[config.mk]
export PLATFORM = sky130hd
export DESIGN_NAME = serial_sample_receiver
export DESIGN_NICKNAME = d
export VERILOG_FILES = /design/src/rtl/serial_sample_receiver.sv
export SDC_FILE = /design/constraint.sdc
export NUM_CORES = 1
export LEC_CHECK = 0
export CORE_MARGIN = 4
export CORE_UTILIZATION = 40
export CTS_BUF_LIST = sky130_fd_sc_hd__clkbuf_16
export DETAILED_ROUTE_END_ITERATION = 8
export GPL_TIMING_DRIVEN = 1
export PLACE_DENSITY_LB_ADDON = 0.12
export SYNTH_ARGS = -nofsm -noshare
export SYNTH_HDL_FRONTEND = slang
export SYNTH_SLANG_ARGS = --single-unit
[constraint.sdc]
create_clock -name sensor_clk -period 5.95 [get_ports sensor_clk]
set_input_delay 1.19 -clock sensor_clk [delete_from_list [all_inputs] [get_ports sensor_clk]]
set_output_delay 1.19 -clock sensor_clk [all_outputs]
set_load 0.02 [all_outputs]
[src/rtl/serial_sample_receiver.sv]
// ---------------------------------------------------------------------------
// serial_sample_receiver
//   Deserialises a framed, idle-high serial stream back into parallel sample
//   words. Frame format: start bit (low), DATA_BITS data bits LSB first,
//   optional even parity bit, stop bit (high). Each bit is sampled at mid-bit.
//   Good words go into a small first-word-fall-through FIFO. Framing, parity
//   and overflow events are reported as one-cycle pulses.
//
// Ports
//   sensor_clk    in   sole clock, all logic on posedge
//   sensor_rst_n  in   synchronous active-low reset
//   serial_in     in   framed serial stream (asynchronous to sensor_clk)
//   rx_enable     in   1 = new frames may start (checked only in IDLE)
//   sample_data   out  FIFO head word (0 while the FIFO is empty)
//   sample_valid  out  FIFO non-empty
//   sample_ready  in   consumer takes the head word when valid && ready
//   fifo_count    out  words held (0..FIFO_DEPTH)
//   rx_busy       out  receiver is inside a frame (state != IDLE)
//   frame_err     out  1-cycle pulse: stop bit sampled low
//   parity_err    out  1-cycle pulse: parity mismatch
//   overflow      out  1-cycle pulse: good word dropped because FIFO full
//
// state  | meaning
// -------+------------------------------------------------------------
// IDLE   | waiting for a falling edge on the synchronised line
// START  | timing half a bit, then re-checking the start bit
// DATA   | sampling DATA_BITS data bits, LSB first
// PARITY | sampling the even-parity bit
// STOP   | sampling the stop bit, then push / report an error
// ---------------------------------------------------------------------------
module serial_sample_receiver #(
   parameter int DATA_BITS    = 16,
   parameter int CLKS_PER_BIT = 16,
   parameter int PARITY_EN    = 1,
   parameter int FIFO_DEPTH   = 4
) (
   input  logic                          sensor_clk,
   input  logic                          sensor_rst_n,
   input  logic                          serial_in,
   input  logic                          rx_enable,
   output logic [DATA_BITS-1:0]          sample_data,
   output logic                          sample_valid,
   input  logic                          sample_ready,
   output logic [$clog2(FIFO_DEPTH):0]   fifo_count,
   output logic                          rx_busy,
   output logic                          frame_err,
   output logic                          parity_err,
   output logic                          overflow
);

   localparam int CW = $clog2(CLKS_PER_BIT);
   localparam int BW = (DATA_BITS > 1) ? $clog2(DATA_BITS) : 1;
   localparam int AW = $clog2(FIFO_DEPTH);

   // Bit timers count down and act on terminal count zero.
   localparam logic [CW-1:0] HALF_TC = CW'(CLKS_PER_BIT / 2 - 1);
   localparam logic [CW-1:0] BIT_TC  = CW'(CLKS_PER_BIT - 1);
   localparam logic [BW-1:0] LAST_BIT = BW'(DATA_BITS - 1);
   localparam logic [AW:0]   FULL_CNT = (AW + 1)'(FIFO_DEPTH);

   typedef enum logic [2:0] {
      IDLE   = 3'd0,
      START  = 3'd1,
      DATA   = 3'd2,
      PARITY = 3'd3,
      STOP   = 3'd4
   } state_t;

   state_t               state, state_d;
   logic [CW-1:0]        cnt, cnt_d;
   logic [BW-1:0]        bit_cnt, bit_d;
   logic [DATA_BITS-1:0] data, data_d;
   logic                 par_ok, par_ok_d;
   logic                 push, fe_d, pe_d;

   logic                 sync1, s_in, s_prev;
   logic [1:0]           fill;
   logic                 armed;

   logic [DATA_BITS-1:0] mem [FIFO_DEPTH];
   logic [AW-1:0]        wr_ptr, rd_ptr;
   logic                 pop, accept;

   // Input synchroniser and arming. The reset value of the synchroniser is
   // not a real observation of the line, so arming only trusts s_in once
   // both stages have been refilled from serial_in. A line held low through
   // reset therefore has to go high before any frame can start.
   always_ff @(posedge sensor_clk) begin
      if (!sensor_rst_n) begin
         sync1  <= 1'b1;
         s_in   <= 1'b1;
         s_prev <= 1'b1;
         fill   <= 2'b00;
         armed  <= 1'b0;
      end else begin
         sync1  <= serial_in;
         s_in   <= sync1;
         s_prev <= s_in;
         fill   <= {fill[0], 1'b1};
         if (s_in && fill[1])
            armed <= 1'b1;
      end
   end

   always_ff @(posedge sensor_clk) begin
      if (!sensor_rst_n) begin
         state   <= IDLE;
         cnt     <= '0;
         bit_cnt <= '0;
         data    <= '0;
         par_ok  <= 1'b0;
      end else begin
         state   <= state_d;
         cnt     <= cnt_d;
         bit_cnt <= bit_d;
         data    <= data_d;
         par_ok  <= par_ok_d;
      end
   end

   always_comb begin
      state_d  = state;
      cnt_d    = (cnt != '0) ? cnt - 1'b1 : '0;
      bit_d    = bit_cnt;
      data_d   = data;
      par_ok_d = par_ok;
      push     = 1'b0;
      fe_d     = 1'b0;
      pe_d     = 1'b0;
      case (state)
         IDLE: begin
            if (s_prev && !s_in && rx_enable && armed) begin
               state_d = START;
               cnt_d   = HALF_TC;
            end
         end
         START: begin
            if (cnt == '0) begin
               if (s_in) begin
                  state_d = IDLE;
               end else begin
                  state_d  = DATA;
                  cnt_d    = BIT_TC;
                  bit_d    = '0;
                  par_ok_d = 1'b1;
               end
            end
         end
         DATA: begin
            if (cnt == '0) begin
               data_d[bit_cnt] = s_in;
               cnt_d           = BIT_TC;
               if (bit_cnt == LAST_BIT)
                  state_d = (PARITY_EN != 0) ? PARITY : STOP;
               else
                  bit_d = bit_cnt + 1'b1;
            end
         end
         PARITY: begin
            if (cnt == '0) begin
               par_ok_d = ~(^data ^ s_in);
               cnt_d    = BIT_TC;
               state_d  = STOP;
            end
         end
         STOP: begin
            if (cnt == '0) begin
               state_d = IDLE;
               if (!s_in)
                  fe_d = 1'b1;
               else if (!par_ok)
                  pe_d = 1'b1;
               else
                  push = 1'b1;
            end
         end
         default: state_d = IDLE;
      endcase
   end

   // A pop in the same cycle frees a slot, so a push into a full FIFO is
   // still accepted when the consumer is taking the head word.
   assign sample_valid = (fifo_count != '0);
   assign pop          = sample_valid && sample_ready;
   assign accept       = push && ((fifo_count != FULL_CNT) || pop);
   assign sample_data  = sample_valid ? mem[rd_ptr] : '0;
   assign rx_busy      = (state != IDLE);

   always_ff @(posedge sensor_clk) begin
      if (!sensor_rst_n) begin
         wr_ptr     <= '0;
         rd_ptr     <= '0;
         fifo_count <= '0;
         frame_err  <= 1'b0;
         parity_err <= 1'b0;
         overflow   <= 1'b0;
      end else begin
         if (accept) begin
            mem[wr_ptr] <= data;
            wr_ptr      <= wr_ptr + 1'b1;
         end
         if (pop)
            rd_ptr <= rd_ptr + 1'b1;
         case ({accept, pop})
            2'b10:   fifo_count <= fifo_count + 1'b1;
            2'b01:   fifo_count <= fifo_count - 1'b1;
            default: fifo_count <= fifo_count;
         endcase
         frame_err  <= fe_d;
         parity_err <= pe_d;
         overflow   <= push && !accept;
      end
   end

endmodule
==> metrics <==
outcome=finished, final reports clean; Worst Path Arrival=around 2700 ps; grt ovf=0; clock-pin slew on the worst setup and hold paths=70 ps; sequential-to-total area share from yosys stat=about three fifths; Initial Utilization=approximately two fifths; worst hold path depth=1; Critical Path End Type=output pin; max_cap viols=0; placed cells=515; CTS Buf Count=9; H-tree levels=3; Worst Path Max Fanout=16; CP Class=flop to output pin; top_reg_cell synth=edfxtp_1; All-Layer GR Usage=a little over an eighth; Syn Nets=378; Sinks on Clock Net=110; mux contribution to synthesized area=11.9%; clk buf depth=2; Avg Cell Area, Syn=13.4 µm²; port buffer count=28; core area=0.0116 mm²; worst-skew pair later-pin latency=350 ps; I/O pin total=29; Routed Antenna Nets=0; CP peak stage delay=1060 ps; period utilisation layout=between 60% and 70%; Levels on crit path=3; CTS tree=built; Final Non-Filler Cells=531; CP Data Required Time=4760 ps; layout net count=399; hpwl dp=5.32 mm; final setup fails=0; worst path bufs/invs=1; DR WL/cell=15.8 µm; drc violations=0; Slowest-stage cell, CP=dfxtp_1; wirelength, routed=8.39 mm; vias in the first global route=around 2800; xor/xnor share of the synthesized area=approximately 3.9%; Slew headroom=25.5%; Max Clock Freq=255 MHz; Leak=0.00192 µW; Horiz. Die Dim=118 µm; Detailed Routing Iterations Pass 1=5; setup TNS=0 ps; die area=about 0.014 mm²; Final Slew Violations=0; Adder-Cell Fraction of Synth Area=3.00%; Starting DRT DRC Count=between 100 and 150; most frequent cells in the layout=64 x edfxtp_1, 46 x dfxtp_1, 28 x clkdlybuf4s50_1; antenna cells=0; site row count=39; hold buffers post-CTS=0; Root Buffer=clkbuf_16; Worst VDD drop=approximately 0.00020 V; Worst Reg-to-Reg Cells=6; final-report hold violation count=0; Die Ht=between 100 and 150 µm; Synth warnings=0; hold endpoint=s_in; reg-to-reg startpoint=cnt[0]; simple-gate portion of the synthesized area=16.3%; compound-gate portion of the synthesized area=3.87%; Synth async-reset ratio=0%; actual slew at the worst max-slew pin=1120 ps; clock skew=7.83 ps; Worst Setup Start Kind=flop; largest net degree at the start of global routing=between 40 and 50; Hold WC Path Type=flop to flop; antenna violations before repair=0; Post-synth EDFFs=64; largest family of logic cells by synthesized area=simple AND/OR/NAND/NOR gates; GPL Wtd Cong=0.736; via/cell ratio=5.13; via count=2726; crit-path leading delay family=flip-flops; final core utilization=47.6%; CTS resizes=0; Synth cell types=51; Worst R2R Setup Slack=about 3200 ps; Yosys reg bits=110; r2r endpoint=mem[3][5]; critical path cell sequence=mux4_2 > and2_1 > clkdlybuf4s50_1; cells after synthesis=~360; area delta synth->final=14.1%; RSZ-0062 raised after global routing=no; commonest non-fill, non-tap cell in the layout=edfxtp_1; Mapped Area=0.00485 mm²; dpl ws=2290 ps; post-CTS setup repair buffer count=0; fin crit period=~3900 ps; Worst Slack Setup Final=between 2000 and 2500 ps; share of layout cells above drive strength 1=10.8%; Hold Startpoint=sync1; pwr dens=276 mW/mm²; global-route wire length before repair=14.4 mm
[worst max path at each step]
stage                                  to  from  slack, ps
after detailed placement   sample_data[2]  flop       2290
after global placement     sample_data[9]  flop       2300
after CTS                  sample_data[2]  flop       1900
final                      sample_data[8]  flop       2030
after floorplan           sample_data[10]  flop       3210
after global routing       sample_data[2]  flop       1780
[report_power, final]
group | total [µW] | internal, µW | switching [µW]
clock network | 594 | 327 | 267
logic | 113 | 50.4 | 62.1
registers | 821 | 808 | 12.7
[cells in the mapped netlist, types with 2 or more instances]
master | n | area (µm²)
nor2_1 | 15 | 56.3
or3b_1 | 2 | 17.5
clkbuf_1 | 16 | 60.1
mux2i_1 | 20 | 200
a21boi_0 | 2 | 15.0
nand3_1 | 17 | 85.1
nand2_1 | 10 | 37.5
edfxtp_1 | 64 | 1920
nand4_1 | 4 | 25.0
buf_2 | 2 | 10.0
nand4b_1 | 2 | 17.5
nand2b_1 | 4 | 25.0
nor3b_1 | 4 | 30.0
nor2b_1 | 24 | 150
o21ai_0 | 6 | 30.0
mux4_2 | 16 | 360
xnor2_1 | 18 | 158
a21oi_1 | 8 | 40.0
dfxtp_1 | 46 | 921
and2_1 | 27 | 169
or3_1 | 4 | 25.0
nor3b_2 | 2 | 25.0
ha_1 | 10 | 125
o21a_1 | 3 | 22.5
inv_1 | 8 | 30.0
nor3_1 | 3 | 15.0
[layer usage]
metal | share of wire (%) | routed length (µm) | track usage, %
met1 | 48 | 4040 | 17.2
met2 | 46 | 3900 | 20.4
met3 | 3.6 | 303 | 3.89
met4 | 1.7 | 141 | 5.05
met5 | 0 | 0 | 0
[logic make-up (layout without fill, tap and decap cells)]
logic type	Yosys count	count (layout)
adder cells (fa/ha/maj)	11	11
AND/OR/NAND/NOR	128	128
flip-flops	110	110
buffers and inverters	28	54
AO/OA/AOI/OAI	28	28
multiplexers	37	37
XOR/XNOR	20	20
[final cells by class]
cell class	instances	area (µm²)
fill	1065	6090
sequential	110	2840
multi-input combinational	224	1880
timing repair buffer	30	295
clock buffer	9	225
tap	143	179
clock inverter	7	71.3
inverter	8	30.0
[flip-flops by register name, summed over array words and instances (netlist names), 2 cells and up, named ones only]
register / cells
mem: 64
data: 16
bit_cnt: 4
cnt: 4
fifo_count: 3
state: 3
fill: 2
rd_ptr: 2
wr_ptr: 2
[through the flow]
step | cell area, µm² | hold WS, ps | power (µW)
floorplan | 4850 | 386 | 938
global placement | 5230 | 395 | 949
detailed placement | 5230 | 400 | 951
CTS | 5530 | 416 | 1550
global route | 5530 | 426 | 1600
finish | 5530 | 410 | 1530
(Power assumes the default switching activity.)
